### src/rtl/regfile_wb_arbiter.sv
// regfile_wb_arbiter
//   Write-back arbiter in front of the 32-word 1W2R register-file SRAM. It is
//   the only driver of SRAM write port C. It merges two write-back sources:
//     - ALU: full-word writes, high priority, no buffering.
//     - LSU: byte-masked writes, queued in a small FIFO.
//   The arbiter expands byte enables into the SRAM's active-low bit-write mask.
//   It drops writes to register 0. A starvation counter forces the LSU to win
//   when its FIFO head has waited too long.
//
// Ports
//   CLK, RESET                    clock (posedge), async active-high reset
//   ALU_VALID/READY/ADDR/DATA     ALU write-back request (valid/ready)
//   LSU_VALID/READY/ADDR/DATA/BE  LSU write-back request (valid/ready, BE active-high)
//   WEC, BWC, DC, AC              registered SRAM write port (WEC and BWC active-low)
//   PENDING                       FIFO non-empty or write in flight (hazard hint)
//   FIFO_COUNT                    current LSU FIFO occupancy
module regfile_wb_arbiter #(
  parameter int unsigned WORD_COUNT   = 32,
  parameter int unsigned FIFO_DEPTH   = 4,
  parameter int unsigned STARVE_LIMIT = 8,
  parameter int unsigned ZERO_REG_EN  = 1
) (
  input  logic                            CLK,
  input  logic                            RESET,
  input  logic                            ALU_VALID,
  output logic                            ALU_READY,
  input  logic [$clog2(WORD_COUNT)-1:0]   ALU_ADDR,
  input  logic [31:0]                     ALU_DATA,
  input  logic                            LSU_VALID,
  output logic                            LSU_READY,
  input  logic [$clog2(WORD_COUNT)-1:0]   LSU_ADDR,
  input  logic [31:0]                     LSU_DATA,
  input  logic [3:0]                      LSU_BE,
  output logic                            WEC,
  output logic [31:0]                     BWC,
  output logic [31:0]                     DC,
  output logic [$clog2(WORD_COUNT)-1:0]   AC,
  output logic                            PENDING,
  output logic [$clog2(FIFO_DEPTH):0]     FIFO_COUNT
);

  localparam int unsigned AW = $clog2(WORD_COUNT);
  localparam int unsigned PW = $clog2(FIFO_DEPTH);
  localparam int unsigned CW = PW + 1;
  localparam int unsigned SW = $clog2(STARVE_LIMIT + 1);

  localparam logic [CW-1:0] FULL_CNT  = CW'(FIFO_DEPTH);
  localparam logic [SW-1:0] LIMIT_CNT = SW'(STARVE_LIMIT);

  typedef enum logic [1:0] {
    SEL_IDLE,
    SEL_ALU,
    SEL_FIFO
  } sel_e;

  // FIFO storage and bookkeeping
  logic [AW-1:0] r_fifo_addr [FIFO_DEPTH];
  logic [31:0]   r_fifo_data [FIFO_DEPTH];
  logic [3:0]    r_fifo_be   [FIFO_DEPTH];
  logic [PW-1:0] r_wr_ptr;
  logic [PW-1:0] r_rd_ptr;
  logic [CW-1:0] r_count;
  logic [SW-1:0] r_starve_cnt;

  // Output registers
  logic          r_wec;
  logic [31:0]   r_bwc;
  logic [31:0]   r_dc;
  logic [AW-1:0] r_ac;

  // Combinational control
  logic          w_nonempty;
  logic          w_starve;
  logic          w_alu_ready;
  logic          w_lsu_ready;
  logic          w_push;
  logic          w_pop;
  sel_e          w_sel;
  logic [AW-1:0] w_head_addr;
  logic [31:0]   w_head_data;
  logic [3:0]    w_head_be;
  logic [31:0]   w_head_bwc;
  logic          w_alu_drop;
  logic          w_head_drop;

  assign w_nonempty  = (r_count != '0);
  assign w_starve    = (r_starve_cnt == LIMIT_CNT);
  assign w_alu_ready = ~w_starve;
  // Ready comes from registered occupancy only. A pop in the same cycle does
  // not open a slot for the incoming request.
  assign w_lsu_ready = (r_count != FULL_CNT);
  assign w_push      = LSU_VALID & w_lsu_ready;

  assign w_head_addr = r_fifo_addr[r_rd_ptr];
  assign w_head_data = r_fifo_data[r_rd_ptr];
  assign w_head_be   = r_fifo_be[r_rd_ptr];

  assign w_alu_drop  = (ZERO_REG_EN != 0) && (ALU_ADDR == '0);
  assign w_head_drop = (ZERO_REG_EN != 0) && (w_head_addr == '0);

  // Priority order: a starved head first, then the ALU, then any queued LSU write.
  always_comb begin
    w_sel = SEL_IDLE;
    if (w_starve && w_nonempty) begin
      w_sel = SEL_FIFO;
    end else if (ALU_VALID && w_alu_ready) begin
      w_sel = SEL_ALU;
    end else if (w_nonempty) begin
      w_sel = SEL_FIFO;
    end
  end

  assign w_pop = (w_sel == SEL_FIFO);

  // Each cleared byte enable sets its 8 mask bits to 1, which masks those bits.
  always_comb begin
    w_head_bwc = '1;
    for (int unsigned i = 0; i < 4; i++) begin
      w_head_bwc[8*i +: 8] = {8{~w_head_be[i]}};
    end
  end

  // Storage needs no reset: an entry is read only after it has been written.
  always_ff @(posedge CLK) begin
    if (w_push) begin
      r_fifo_addr[r_wr_ptr] <= LSU_ADDR;
      r_fifo_data[r_wr_ptr] <= LSU_DATA;
      r_fifo_be[r_wr_ptr]   <= LSU_BE;
    end
  end

  always_ff @(posedge CLK or posedge RESET) begin
    if (RESET) begin
      r_wr_ptr <= '0;
      r_rd_ptr <= '0;
      r_count  <= '0;
    end else begin
      if (w_push) begin
        r_wr_ptr <= r_wr_ptr + PW'(1);
      end
      if (w_pop) begin
        r_rd_ptr <= r_rd_ptr + PW'(1);
      end
      case ({w_push, w_pop})
        2'b10:   r_count <= r_count + CW'(1);
        2'b01:   r_count <= r_count - CW'(1);
        default: r_count <= r_count;
      endcase
    end
  end

  // The counter measures how long the current head has waited. It restarts on
  // every pop, so the next head gets a full STARVE_LIMIT window.
  always_ff @(posedge CLK or posedge RESET) begin
    if (RESET) begin
      r_starve_cnt <= '0;
    end else if (!w_nonempty || w_pop) begin
      r_starve_cnt <= '0;
    end else if (r_starve_cnt != LIMIT_CNT) begin
      r_starve_cnt <= r_starve_cnt + SW'(1);
    end
  end

  // A dropped register-0 write is still consumed, but WEC stays high and the
  // data, address and mask registers keep their values, as in an idle cycle.
  always_ff @(posedge CLK or posedge RESET) begin
    if (RESET) begin
      r_wec <= 1'b1;
      r_bwc <= '1;
      r_dc  <= '0;
      r_ac  <= '0;
    end else begin
      case (w_sel)
        SEL_ALU: begin
          if (w_alu_drop) begin
            r_wec <= 1'b1;
          end else begin
            r_wec <= 1'b0;
            r_ac  <= ALU_ADDR;
            r_dc  <= ALU_DATA;
            r_bwc <= '0;
          end
        end
        SEL_FIFO: begin
          if (w_head_drop) begin
            r_wec <= 1'b1;
          end else begin
            r_wec <= 1'b0;
            r_ac  <= w_head_addr;
            r_dc  <= w_head_data;
            r_bwc <= w_head_bwc;
          end
        end
        default: begin
          r_wec <= 1'b1;
        end
      endcase
    end
  end

  assign ALU_READY  = w_alu_ready;
  assign LSU_READY  = w_lsu_ready;
  assign WEC        = r_wec;
  assign BWC        = r_bwc;
  assign DC         = r_dc;
  assign AC         = r_ac;
  assign PENDING    = w_nonempty | ~r_wec;
  assign FIFO_COUNT = r_count;

endmodule

### config.mk
export PLATFORM = sky130hd
export DESIGN_NAME = regfile_wb_arbiter
export DESIGN_NICKNAME = d
export VERILOG_FILES = /design/src/rtl/regfile_wb_arbiter.sv
export SDC_FILE = /design/constraint.sdc
export NUM_CORES = 1
export LEC_CHECK = 0
export BUFFER_PORTS_ARGS = -buffer_cell sky130_fd_sc_hd__buf_2
export CAP_MARGIN = 0
export CELL_PAD_IN_SITES_DETAIL_PLACEMENT = 1
export CELL_PAD_IN_SITES_GLOBAL_PLACEMENT = 1
export CORE_MARGIN = 1
export CORE_UTILIZATION = 51
export DETAILED_ROUTE_END_ITERATION = 10
export HOLD_SLACK_MARGIN = 0.1
export PLACE_DENSITY = 0.88
export SLEW_MARGIN = 20
export SYNTH_ARGS = -nofsm -noshare
export SYNTH_HDL_FRONTEND = slang
export SYNTH_SLANG_ARGS = --single-unit
### constraint.sdc
create_clock -name CLK -period 7.5 [get_ports CLK]
set_input_delay 0.75 -clock CLK [delete_from_list [all_inputs] [get_ports CLK]]
set_output_delay 0.75 -clock CLK [all_outputs]
set_load 0.02 [all_outputs]
Word level (Yosys, flattened, before mapping)
Memory sizes are Yosys's and may differ from the RTL's. Cells that the tools add are included.

Output and inout port bits: 76. Memories kept: 3. Flip-flop bits (word level): 81. Memory bits (writable): 164.

Memory list: r_fifo_data (depth 4, bits a word 32, read ports 1, clocked after Yosys merged registers in 0, write ports 1, line 58) `logic [31:0] r_fifo_data [FIFO_DEPTH];`; r_fifo_addr (depth 4, bits a word 5, read ports 1, clocked after Yosys merged registers in 0, write ports 1, line 57) `logic [AW-1:0] r_fifo_addr [FIFO_DEPTH];`; r_fifo_be (depth 4, bits a word 4, read ports 1, clocked after Yosys merged registers in 0, write ports 1, line 59) `logic [3:0] r_fifo_be [FIFO_DEPTH];`.

Bitwise logic cells: 8. Muxes and demuxes: 20. Reductions and logical operators: 11. Equality and inequality tests: 9. $add $sub $neg: 5.

Operators by type and width (number): 2-to-1 mux 32 bit (4); case mux 32 bit (2 select lines) (2); zero test 5 bit (2); 2-to-1 mux 5 bit (2); case mux 5 bit (2 select lines) (1); 2-to-1 mux 4 bit (2); 2-to-1 mux 2 bit (3); NOT 1 bit (6); case mux 3 bit (2 select lines) (1); nonzero test 2 bit (3); adder 2 x 1 -> 2 bit (second input constant) (2); adder 4 x 1 -> 4 bit (second input constant) (1); equality test 2 x 1 -> 1 bit (second input constant) (2); equality test 2 bit (second input constant) (2); equality test 4 bit (second input constant) (1); 2-to-1 mux 1 bit (4); inequality test 2 bit (second input constant) (2); inequality test 4 bit (second input constant) (1); adder 3 x 1 -> 3 bit (second input constant) (1); inequality test 3 bit (second input constant) (1); AND reduction 3 bit (1); nonzero test 3 bit (1); subtractor 3 x 1 -> 3 bit (second input constant) (1); logical AND 1 bit (2); other kinds (5) (5).

Longest topological paths before layout
Word-level depth: 8. Depth in mapped cells: 14. Mapped depth without buffers: 12.

Least setup slack after synthesis
No wires, ideal clock.

Path kind: register -> register. Start: register r_starve_cnt[0]. End: register r_dc[10], in the netlist DC[10]. Clock period less this slack: 2.974 ns. Data required time: 7.375 ns. Data arrival time: 2.849 ns. Setup slack: 4.526 ns. Library setup time: 0.125 ns. Cell stages (with the launch flop): 15. Cells stage by stage: dfrtp_1 > inv_1 > ha_1 > nand3b_1 > nand2_1 > nand2b_1 > inv_1 > ha_1 > clkbuf_1 > nand2_1 > a2bb2oi_1 > o41a_1 > buf_6 > buf_6 > mux2_4.

Longest elaborated chain between the ends: 8.

RTL lines: start: declaration (line 63) `logic [SW-1:0] r_starve_cnt;`; start signal: assignment (line 160) `r_starve_cnt <= r_starve_cnt + SW'(1);`; equality test 4 bit (*) (line 87) `assign w_starve = (r_starve_cnt == LIMIT_CNT);`; NOT 1 bit (*) (line 88) `assign w_alu_ready = ~w_starve;`; via ALU_READY (line 26) `output logic ALU_READY,`; logical AND 1 bit (*) (line 106) `end else if (ALU_VALID && w_alu_ready) begin`; 2-to-1 mux 2 bit (*) (line 106); 2-to-1 mux 2 bit (*) (line 104) `if (w_starve && w_nonempty) begin`; equality test 2 x 1 -> 1 bit or equality test 2 bit (tied branches) (line 173) `case (w_sel)`; inequality test 2 bit (no line) or nonzero test 2 bit (tied branches); AND reduction 3 bit (no line); end signal: assignment (line 190) `r_dc <= w_head_data;`; end: declaration (line 68) `logic [31:0] r_dc;`.

Mark *: on every way through the listed nets, which the timed path passes. The rest lies on a longest branch. A chain may end at the register's enable or synchronous reset.

Worst setup path after layout
Start: register r_starve_cnt[1]. End: register r_dc[30], in the netlist DC[30].

Longest elaborated chain between the ends: 8.

RTL lines (line): equality test 4 bit (*) (87); NOT 1 bit (88); logical AND 1 bit (106); 2-to-1 mux 2 bit (106); 2-to-1 mux 2 bit (*) (104); equality test 2 x 1 -> 1 bit or equality test 2 bit (tied branches) (173); inequality test 2 bit (no line) or nonzero test 2 bit (tied branches); AND reduction 3 bit (no line).

Every way passes the cells marked *; elsewhere a longest branch is shown, timed or not.

==> run_results.csv <==
group,metric,value,unit
power,finalPower,4.47,mW
sta,fmax,252,MHz
cells_and_area,drive_gt1_frac,0.533,
sta,setup_ws,3.52,ns
sta,relSlewSlack,0.419,
synth,synthArstFlopShare,0.244,
detailed_routing,antenna_left,0,
global_route,grt_max_degree,54,
die,core,17300,µm²
detailed_routing,num_vias,4492,
cells_and_area,layout_common_cells,"edfxtp_1, buf_2, dfrtp_1",
cts,hold_buffers,0,
synth,synth_warnings,0,
synth,yosysTopAreaCell,"edfxtp_1",
sta,holdWs,0.463,ns
setup_path,crit_chain,"inv_1 > ha_1 > nand3b_1 > nand2_1 > nand2b_1 > inv_1 > ha_2 > buf_4 > nand2_1 > a2bb2oi_1 > o41a_2 > buf_4 > mux2_1",
detailed_routing,wl_per_cell,22.3,µm
power,p_seq_frac,0.431,
cells_and_area,fillerInstances,1556,
setup_path,cp_slowest_cell,"o41a_2",
synth,synth_top_area_frac,0.546,
setup_path,worstPathArrival,4.35,ns
setup_path,worst_setup_path_end_kind,"register",
global_route,antenna_found_initial,5,
setup_path,startpoint_type,"register",
die,dieHeight,135,µm
detailed_routing,drc,0,
power,p_per_area,422,nW/µm²
cts,clock_path_buffers,3,
cells_and_area,final_common_cell,"edfxtp_1",
setup_path,crit_type,"reg2reg",
cts,h-tree-depth,1,
synth,synth_edf_count,164,
detailed_routing,viasPerCell,5.37,
power,power_leakage,4.15,nW
synth,ys_seq_area_frac,0.694,
sta,grt_setup_unrepaired,"false",
sta,tightestPinTransition,0.872,ns
power,power_frac_comb,0.313,
sta,hold_viol,0,
sta,layout_min_cycle_time,3.98,ns
detailed_routing,firstDrtPassIters,4,
synth,synth_nets,548,
detailed_routing,drt_iter0_markers,239,
power,p_clk_frac,0.256,
sta,slew_violations,0,
place,dp_hpwl,11700,µm
die,design.die.area,18200,µm²
global_route,gr-usage-all-layers,0.213,
setup_path,crit_fanout,46,
global_route,grt.overflow.total,0,
power,switchingPower,1.42,mW
cts,cts-buffers-inserted,23,
detailed_routing,wl,18700,µm
place,pre_cts_slack,3.47,ns
cts,root_buffer,"clkbuf_16",
synth,ys_ff_latch,217,
cts,cts_tree,"built",
power,p_sw_frac,0.318,
die,start_util,0.522,
power,ir_drop,0.222,mV
sta,finClkSkew,0.00883,ns
min_path,hold_class,"in2async",
outcome,status,"complete, no violations",
die,rows,48,
cts,cts_resized,0,
setup_path,crit_required,7.88,ns
sta,finalSetupViolCount,0,
setup_path,crit_path_max_incr_delay,0.77,ns
synth,synth_flop_cell,"edfxtp_1",
detailed_routing,wl_met3,1090,µm
die,die_x,135,µm
power,p_int,3.05,mW
run,cap_viol_max_count,0,
synth,syn_avg_cell_area,19.8,µm²
place,globalplace.congestion,0.733,
global_route,grt_pass1_wl,28800,µm
place,io_buffers,157,
cells_and_area,area_growth,17.3,%
synth,syn_area,9020,µm²
sta,fin_setup_tns,0,ns
global_route,grt_pass1_vias,5135,
detailed_routing,top_layer_used,"met5",
cts,cts_setup_buffers,0,
detailed_routing,m1WireLength,7690,µm
synth,synth.top_cells.by_area,"edfxtp_1, dfrtp_1, mux4_2, mux2_4, mux2_2",
cells_and_area,final_nets,686,
cts,cts_sinks,217,
cts,clk_pin_slew,0.06,ns
synth,synthCells,456,
die,ios,158,
sta,timing.final.crit_share,0.530,
synth,synth.distinct_cells,38,
cts,clk_latency,0.50,ns
detailed_routing,wl_met2,9660,µm
layer usage:
metal	vias to the layer above	global-route usage
met5	-	0
met2	145	0.375
met4	4	0.0574
li1	2004	-
met1	2317	0.269
met3	22	0.0435
power by group through the flow:
stage / sequential (mW) / combinational [mW] / clock (mW)
6_report: 1.93 / 1.40 / 1.14
5_1_grt: 1.98 / 1.49 / 1.21
4_1_cts: 1.94 / 1.43 / 1.16
3_5_place_dp: 1.95 / 1.42 / 0
3_3_place_gp: 1.93 / 1.35 / 0
2_1_floorplan: 1.94 / 1.05 / 0
worst paths after layout:
| check | from | endpoint | slack [ns] | cells past startpoint |
|---|---|---|---|---|
| worst max-delay path | r_starve_cnt[1] | DC[30] | 3.52 | 13 |
| worst min-delay path | RESET | DC[0] | 0.46 | 3 |
| worst max register to register | r_starve_cnt[1] | DC[30] | 3.52 | 13 |
| worst min register to register | DC[30] | DC[30] | 0.50 | 1 |
| max in group asynchronous | RESET | r_rd_ptr[0] | 6.48 | 3 |
| min in group CLK | LSU_DATA[23] | r_fifo_data[1][23] | 0.47 | 1 |
Yosys cell counts, types with 2 or more instances:
cell type and count:
dfrtp_1 48, buf_4 28, nor2b_1 5, mux2_4 37, o21ai_1 2, buf_6 6, or2_1 3, edfxtp_1 164
xnor2_1 5, and3_1 4, mux4_2 41, mux2_2 38, nor2_1 7, mux2_1 3, ha_1 9, clkbuf_1 6
buf_1 3, inv_1 11, xor2_1 4, dfstp_2 5, buf_2 5, nand2_1 6
cells by family (layout without fill, tap and decap cells):
logic type,Yosys count,count (layout),share of synthesized area
other,0,2,0
multiplexers,120,120,0.216
AND/OR/NAND/NOR,33,33,0.0191
AO/OA/AOI/OAI,7,7,0.00541
buffers and inverters,60,214,0.0423
XOR/XNOR,9,9,0.00874
adder cells (fa/ha/maj),10,10,0.0147
flip-flops,217,217,0.694
sequential cells by signal (all words and copies together), names as in the netlist:
register / cells
BWC: 4
FIFO_COUNT: 3
r_fifo_be: 16
DC: 32
r_rd_ptr: 2
WEC: 1
r_wr_ptr: 2
r_fifo_addr: 20
r_starve_cnt: 4
r_fifo_data: 128
AC: 5
critical path, delay by kind of cell, from the launching register on:
kind,cells,cell delay [ns]
adders and majority gates,2,0.30
buffers and inverters,4,1.09
and+or+nand+nor,4,0.68
DFF,1,0.40
muxes,1,0.36
AOI/OAI and AO/OA,2,0.97
per-stage QoR:
step	utilization	instances	instance area [µm²]
2_1_floorplan	-	456	9020
3_3_place_gp	0.566	793	9790
3_5_place_dp	0.568	794	9820
4_1_cts	0.611	835	10600
5_1_grt	0.612	837	10600
6_report	0.612	837	10600
layout make-up:
class	count	area (µm²)	share of cell area
sequential	217	6260	0.592
multi-input combinational	179	2400	0.227
timing repair buffer	161	828	0.0782
clock buffer	30	602	0.0568
tap	225	282	0.0266
clock inverter	11	156	0.0148
inverter	12	45.0	0.00425
antenna	2	5.00	0.000473
Note: power is estimated with default switching activity, not from simulation.
